`src/rtl/pal_pkg.sv`:
```
// Shared constants and types for the pipe_pal nibble packer.
package pal_pkg;

    localparam int unsigned W_DATA = 32;
    localparam int unsigned N_NIB  = W_DATA / 4;
    localparam int unsigned W_CNT  = $clog2(N_NIB) + 1;

    typedef logic [W_CNT-1:0] cnt_t;

    // Reason a word is closed in the current cycle.
    typedef enum logic [1:0] {
        CMPL_NONE  = 2'd0,
        CMPL_FULL  = 2'd1,
        CMPL_PART  = 2'd2,
        CMPL_FLUSH = 2'd3
    } cmpl_e;

endpackage

```
`src/rtl/pal_out_reg.sv`:
```
// Output holding register: valid/ready handshake plus sticky overflow on dropped words.
module pal_out_reg #(
    parameter int unsigned W_DATA = 32,
    parameter int unsigned CNT_W  = 4
) (
    input  logic              clk,
    input  logic              rst_n,
    input  logic              load,
    input  logic [W_DATA-1:0] load_data,
    input  logic [CNT_W-1:0]  load_nibs,
    input  logic              ready,
    output logic [W_DATA-1:0] data,
    output logic              valid,
    output logic [CNT_W-1:0]  nibs,
    output logic              overflow
);

    logic take_c;
    logic space_c;

    assign take_c  = valid && ready;
    // The register is free if empty or being drained on this same edge.
    assign space_c = !valid || ready;

    always_ff @(posedge clk or negedge rst_n) begin
        if (!rst_n) begin
            data     <= '0;
            nibs     <= '0;
            valid    <= 1'b0;
            overflow <= 1'b0;
        end else begin
            if (load && space_c) begin
                data  <= load_data;
                nibs  <= load_nibs;
                valid <= 1'b1;
            end else if (take_c) begin
                valid <= 1'b0;
            end
            if (load && !space_c) begin
                overflow <= 1'b1;
            end
        end
    end

endmodule

```
`src/rtl/pal_nibble_packer.sv`:
```
// Packs 4-bit nibbles into W_DATA-wide words; partial words close on flush strobe b.
module pal_nibble_packer
    import pal_pkg::*;
#(
    parameter int unsigned W_DATA = pal_pkg::W_DATA
) (
    input  logic                            i_clk,
    input  logic                            resetn,
    input  logic                            a,
    input  logic                            b,
    input  logic [3:0]                      c,
    input  logic                            i_ready,
    output logic [W_DATA-1:0]               o_data,
    output logic                            o_valid,
    output logic [$clog2(W_DATA/4):0]       o_nibs,
    output logic [$clog2(W_DATA/4):0]       o_fill,
    output logic                            o_overflow
);

    localparam int unsigned NIBS  = W_DATA / 4;
    localparam int unsigned CNT_W = $clog2(NIBS) + 1;

    logic [W_DATA-1:0] asm_q;
    logic [CNT_W-1:0]  ptr_q;

    cmpl_e             kind_c;
    logic              complete_c;
    logic [W_DATA-1:0] word_c;
    logic [CNT_W-1:0]  nibs_c;
    logic [W_DATA-1:0] asm_nxt_c;
    logic [CNT_W-1:0]  ptr_nxt_c;

    // Classify this cycle's completion in priority order.
    always_comb begin
        kind_c = CMPL_NONE;
        if (a && (ptr_q == CNT_W'(NIBS - 1))) begin
            kind_c = CMPL_FULL;
        end else if (a && b) begin
            kind_c = CMPL_PART;
        end else if (!a && b && (ptr_q != '0)) begin
            kind_c = CMPL_FLUSH;
        end
    end

    assign complete_c = (kind_c != CMPL_NONE);

    // Current buffer with this cycle's nibble merged in at ptr.
    always_comb begin
        word_c = asm_q;
        for (int unsigned i = 0; i < NIBS; i++) begin
            if (a && (ptr_q == CNT_W'(i))) begin
                word_c[4*i +: 4] = c;
            end
        end
    end

    always_comb begin
        nibs_c = '0;
        case (kind_c)
            CMPL_FULL:  nibs_c = CNT_W'(NIBS);
            CMPL_PART:  nibs_c = ptr_q + CNT_W'(1);
            CMPL_FLUSH: nibs_c = ptr_q;
            default:    nibs_c = '0;
        endcase
    end

    always_comb begin
        asm_nxt_c = word_c;
        ptr_nxt_c = ptr_q;
        if (complete_c) begin
            asm_nxt_c = '0;
            ptr_nxt_c = '0;
        end else if (a) begin
            ptr_nxt_c = ptr_q + CNT_W'(1);
        end
    end

    always_ff @(posedge i_clk or negedge resetn) begin
        if (!resetn) begin
            asm_q <= '0;
            ptr_q <= '0;
        end else begin
            asm_q <= asm_nxt_c;
            ptr_q <= ptr_nxt_c;
        end
    end

    assign o_fill = ptr_q;

    pal_out_reg #(
        .W_DATA (W_DATA),
        .CNT_W  (CNT_W)
    ) u_out_reg (
        .clk       (i_clk),
        .rst_n     (resetn),
        .load      (complete_c),
        .load_data (word_c),
        .load_nibs (nibs_c),
        .ready     (i_ready),
        .data      (o_data),
        .valid     (o_valid),
        .nibs      (o_nibs),
        .overflow  (o_overflow)
    );

endmodule

```
`config.mk`:
```
export PLATFORM = sky130hd
export DESIGN_NAME = pal_nibble_packer
export DESIGN_NICKNAME = d
export VERILOG_FILES = /design/src/rtl/pal_pkg.sv /design/src/rtl/pal_out_reg.sv /design/src/rtl/pal_nibble_packer.sv
export SDC_FILE = /design/constraint.sdc
export NUM_CORES = 1
export LEC_CHECK = 0
export CORE_MARGIN = 8
export CORE_UTILIZATION = 50
export CTS_BUF_LIST = sky130_fd_sc_hd__clkbuf_2 sky130_fd_sc_hd__clkbuf_4 sky130_fd_sc_hd__clkbuf_8
export CTS_CLUSTER_DIAMETER = 100
export CTS_CLUSTER_SIZE = 40
export DETAILED_ROUTE_END_ITERATION = 6
export PLACE_DENSITY = 0.83
export SYNTH_ARGS = -nofsm -noshare
export SYNTH_HDL_FRONTEND = slang
export SYNTH_SLANG_ARGS = --single-unit
```
`constraint.sdc`:
```
create_clock -name i_clk -period 1.5 [get_ports i_clk]
set_input_delay 0.3 -clock i_clk [delete_from_list [all_inputs] [get_ports i_clk]]
set_output_delay 0.3 -clock i_clk [all_outputs]
set_load 0.01 [all_outputs]
```
==> results summary, run 1 <==
Static timing analysis puts the maximum clock frequency at 0.547 GHz. The sum of internal, switching and leakage power came out at 8.39 mW. The most common cell after layout, fill and taps aside is dfrtp_1. The proportion of power drawn by flip-flops and latches is 0.354.

The total placed cells including tap cells is 404. The HPWL after detailed placement is 4940 um. The critical path startpoint category is a flop.

The maximum net fanout on the critical path came out at 4. The fraction of power consumed by the clock network came out at 0.177. The sequential element share of the synthesized area is 0.595.

When the netlist entered floorplanning its net count stood at 289. Setup violations remaining at the end of the flow were counted as 74. The ratio of total power to cell area is 1500 nW/um2. The mean instance size in the synthesized netlist is 11.3 um2. TritonCTS built the clock tree. The worst setup path is captured at a flop. Setup repair after global routing could not meet its margin everywhere. The number of warnings issued by yosys is 0. Summed over all layers, the routed wires come to 13900 um. The post-synthesis sequential element count is 74. In this run the worst hold path is classified as flop to flop.

Summed over all nets, the switching power comes to 3.37 mW. The first-pass detailed-route iteration total came out at 4. During I/O placement, the number of pins put on the boundary was 51. The run finished, with violations left. The H-tree level count came out at 3. In this run the horizontal extent of the chip is 94.9 um. Registers take 1860 um2. The root buffer cell chosen for the clock tree is clkbuf_8.

The antenna diode count is 0. The netlist area before placement came out at 3110 um2. Once layout is complete, the cells apart from fillers number 457.

The clock sink total came out at 74. The initial antenna violation count is 0. The proportion of layout cells with a drive suffix above 1 came out at 0.613.

Using the TritonRoute via totals, the vias-per-cell ratio works out to 6.46. Yosys attributes the largest share of cell area to dfrtp_1 (60%), a21oi_1 (11%), mux2i_1 (10%), nor2_1 (4.2%), clkbuf_1 (2.2%). The checks that failed: negative setup slack.

Of the total power, the share spent switching nets is 0.402. Of the available clock period, the critical path in the final layout requires 1.22. The required time of the critical path came out at 1.72 ns.

The relative slew slack came out at 0.593. The distinct cell type count of the synthesized netlist came out at 27. The via count of the routed design came out at 2954. The synthesis-to-finish area growth came out at 79.2%. The placed instances occupy a cell area of 3940 um2. The maximum buffer depth of the clock tree is 2.

Clock-pin slew was measured on the worst setup and hold paths at 0.10 ns. The share of synthesized area in the top cell type comes to 0.595. The design internal power came out at 5.01 mW.

The transition at the pin with the smallest max-transition slack came out at 0.608 ns. The first global-routing pass estimated 16200 um of wire. The post-route clock skew is 0.0171 ns.

The number of slew-limit violations in the final report came out at 0. The number of cell rows came out at 28. The number of hold-slack violations in the final timing report came out at 0.

The vertical die dimension is 94.9 um. Across the VDD grid, the largest voltage drop is 0.00107 V. The worst reg-to-reg setup slack is -0.33 ns.

The number of design rule violations left after detail routing is 0. The effective utilization at floorplan came out at 0.522. The violation count after the first detailed-route iteration is 216. The max-capacitance violation count came out at 0. The setup slack of the critical path after layout is -0.328 ns. dfrtp_1 takes more of the synthesized area than any other cell. The die area is 9000 um2. The top cell types in the final layout, fill and taps aside, are dfrtp_1 (70), a21oi_2 (41), dlygate4sd2_1 (39). The clock network latency to the later pin of the worst-skew pair came out at 0.36 ns. The clock buffer count from CTS is 9. The average wire per standard cell came out at 30.5 um. The via count of the first global-routing pass is 2867. The total area of multi-input combinational cells came out at 2130 um2. The number of instances in the synthesized netlist came out at 276. The pin count of the biggest net entering global routing is 75. The count of nets left with antenna violations once routing finished came out at 0.

After routing the design area is 5580 um2. The final critical delay including setup and external delays is 1.83 ns. At the worst endpoint, the arrival time is 2.05 ns. The total routing usage reported by global routing came out at 0.246. The weighted congestion at the end of routability-driven global placement came out at 0.909. The share of total power dissipated in combinational logic is 0.468.

The fill cell instance count of the final layout came out at 163. Buffers placed on the I/O ports in this run total 50. The post-layout net count came out at 390. The area inside the core boundary came out at 5960 um2.

The start-to-end type of the worst setup path is flop to flop. The final global-route overflow total came out at 0. The leakage component of the power is 2.31 nW.
-- area by class of cell --
cell class                 instances  area share
clock inverter                     6     0.00763
sequential                        74       0.333
timing repair buffer             114       0.232
multi-input combinational        175       0.382
tap                               75      0.0168
inverter                           3     0.00382
clock buffer                      10      0.0247
-- routing by layer --
layer,share of wire,vias to the layer above,track usage
li1,-,1151,-
met1,0.38,1531,0.308
met2,0.49,210,0.378
met3,0.079,62,0.0643
met4,0.049,0,0.143
met5,0,-,0
-- Yosys cell counts --
library cell   n
nor3_2         1
buf_6          4
mux2i_1       32
o21ai_1        1
nand4_1        1
nand3_1        5
buf_2          1
nand2b_1       5
and2_1         3
a21oi_1       67
inv_1          3
ha_1           4
nor2b_1        2
and3_1         3
nor2_1        35
dfrtp_1       74
a31oi_1        1
a31o_2         1
xor2_1         2
nand2_1        4
nand4b_4       1
o22ai_1        2
clkbuf_1      18
buf_4          1
nand4_4        1
mux2_4         3
a21o_1         1
-- worst paths after layout --
check | startpoint | endpoint | depth (start not counted)
setup / recovery | o_fill[3] | u_out_reg.data[0] | 5
hold / removal | u_out_reg.overflow | u_out_reg.overflow | 1
setup reg to reg | o_fill[3] | u_out_reg.data[0] | 5
hold reg to reg | u_out_reg.overflow | u_out_reg.overflow | 1
max in group asynchronous | resetn | o_fill[1] | 3
min in group asynchronous | resetn | asm_q[11] | 3
-- state kept, by name, indices dropped and copies added (netlist names) --
name                count
u_out_reg.data         32
u_out_reg.overflow      1
asm_q                  32
o_fill                  4
u_out_reg.valid         1
u_out_reg.nibs          4
-- repair_timing --
action	4_1_cts	5_1_grt
resized for setup	156	116
cloned	8	3
pin swaps	12	31
buffers inserted	19	8
endpoints found under the setup margin	99	75
hold buffers	1	0
hold endpoints to repair	62	0
-- worst max-delay path: stages (launching register included) --
cell and delay (ns):
dfrtp_2 0.44, buf_4 0.18, nor2_2 0.25, and3_4 0.30
mux2i_2 0.39, a21oi_2 0.13
-- metrics by stage --
step / hold slack, ns / setup TNS, ns / setup WS [ns] / utilization
3_3_place_gp: 0.357 / -21.58 / -0.419 / 0.662
2_1_floorplan: 0.00441 / -1.78 / -0.133 / -
4_1_cts: 0.465 / -6.75 / -0.186 / 0.820
6_report: 0.460 / -15.94 / -0.328 / 0.936
5_1_grt: 0.508 / -17.55 / -0.356 / 0.936
3_5_place_dp: 0.359 / -23.83 / -0.435 / 0.662
-- cell families (layout without fill, tap and decap cells) --
kind of cell | Yosys count | in the layout | share of synthesized area
DFF | 74 | 74 | 0.595
AOI/OAI and AO/OA | 73 | 73 | 0.121
and+or+nand+nor | 61 | 61 | 0.101
muxes | 35 | 35 | 0.117
buffers and inverters | 27 | 133 | 0.0438
adders and majority gates | 4 | 4 | 0.0161
xor gates and xnor gates | 2 | 2 | 0.00563
-- power groups by stage --
stage | sequential, mW | combinational (mW) | clock, mW
floorplan | 2.99 | 1.02 | 0
global placement | 2.81 | 2.44 | 0
detailed placement | 2.82 | 2.50 | 0
CTS | 2.85 | 3.07 | 1.41
global route | 3.01 | 4.07 | 1.56
finish | 2.97 | 3.93 | 1.49
Note: power is estimated with default switching activity, not from simulation.
==> inputs of run 2 (changes only) <==
--- a/config.mk
+++ b/config.mk
@@ -8,7 +8,6 @@
 export CORE_MARGIN = 8
 export CORE_UTILIZATION = 50
 export CTS_BUF_LIST = sky130_fd_sc_hd__clkbuf_2 sky130_fd_sc_hd__clkbuf_4 sky130_fd_sc_hd__clkbuf_8
-export CTS_CLUSTER_DIAMETER = 100
 export CTS_CLUSTER_SIZE = 40
 export DETAILED_ROUTE_END_ITERATION = 6
 export PLACE_DENSITY = 0.83
==> results of run 2 <==
Final layout, timing and power as in run 1 (identical DEF).
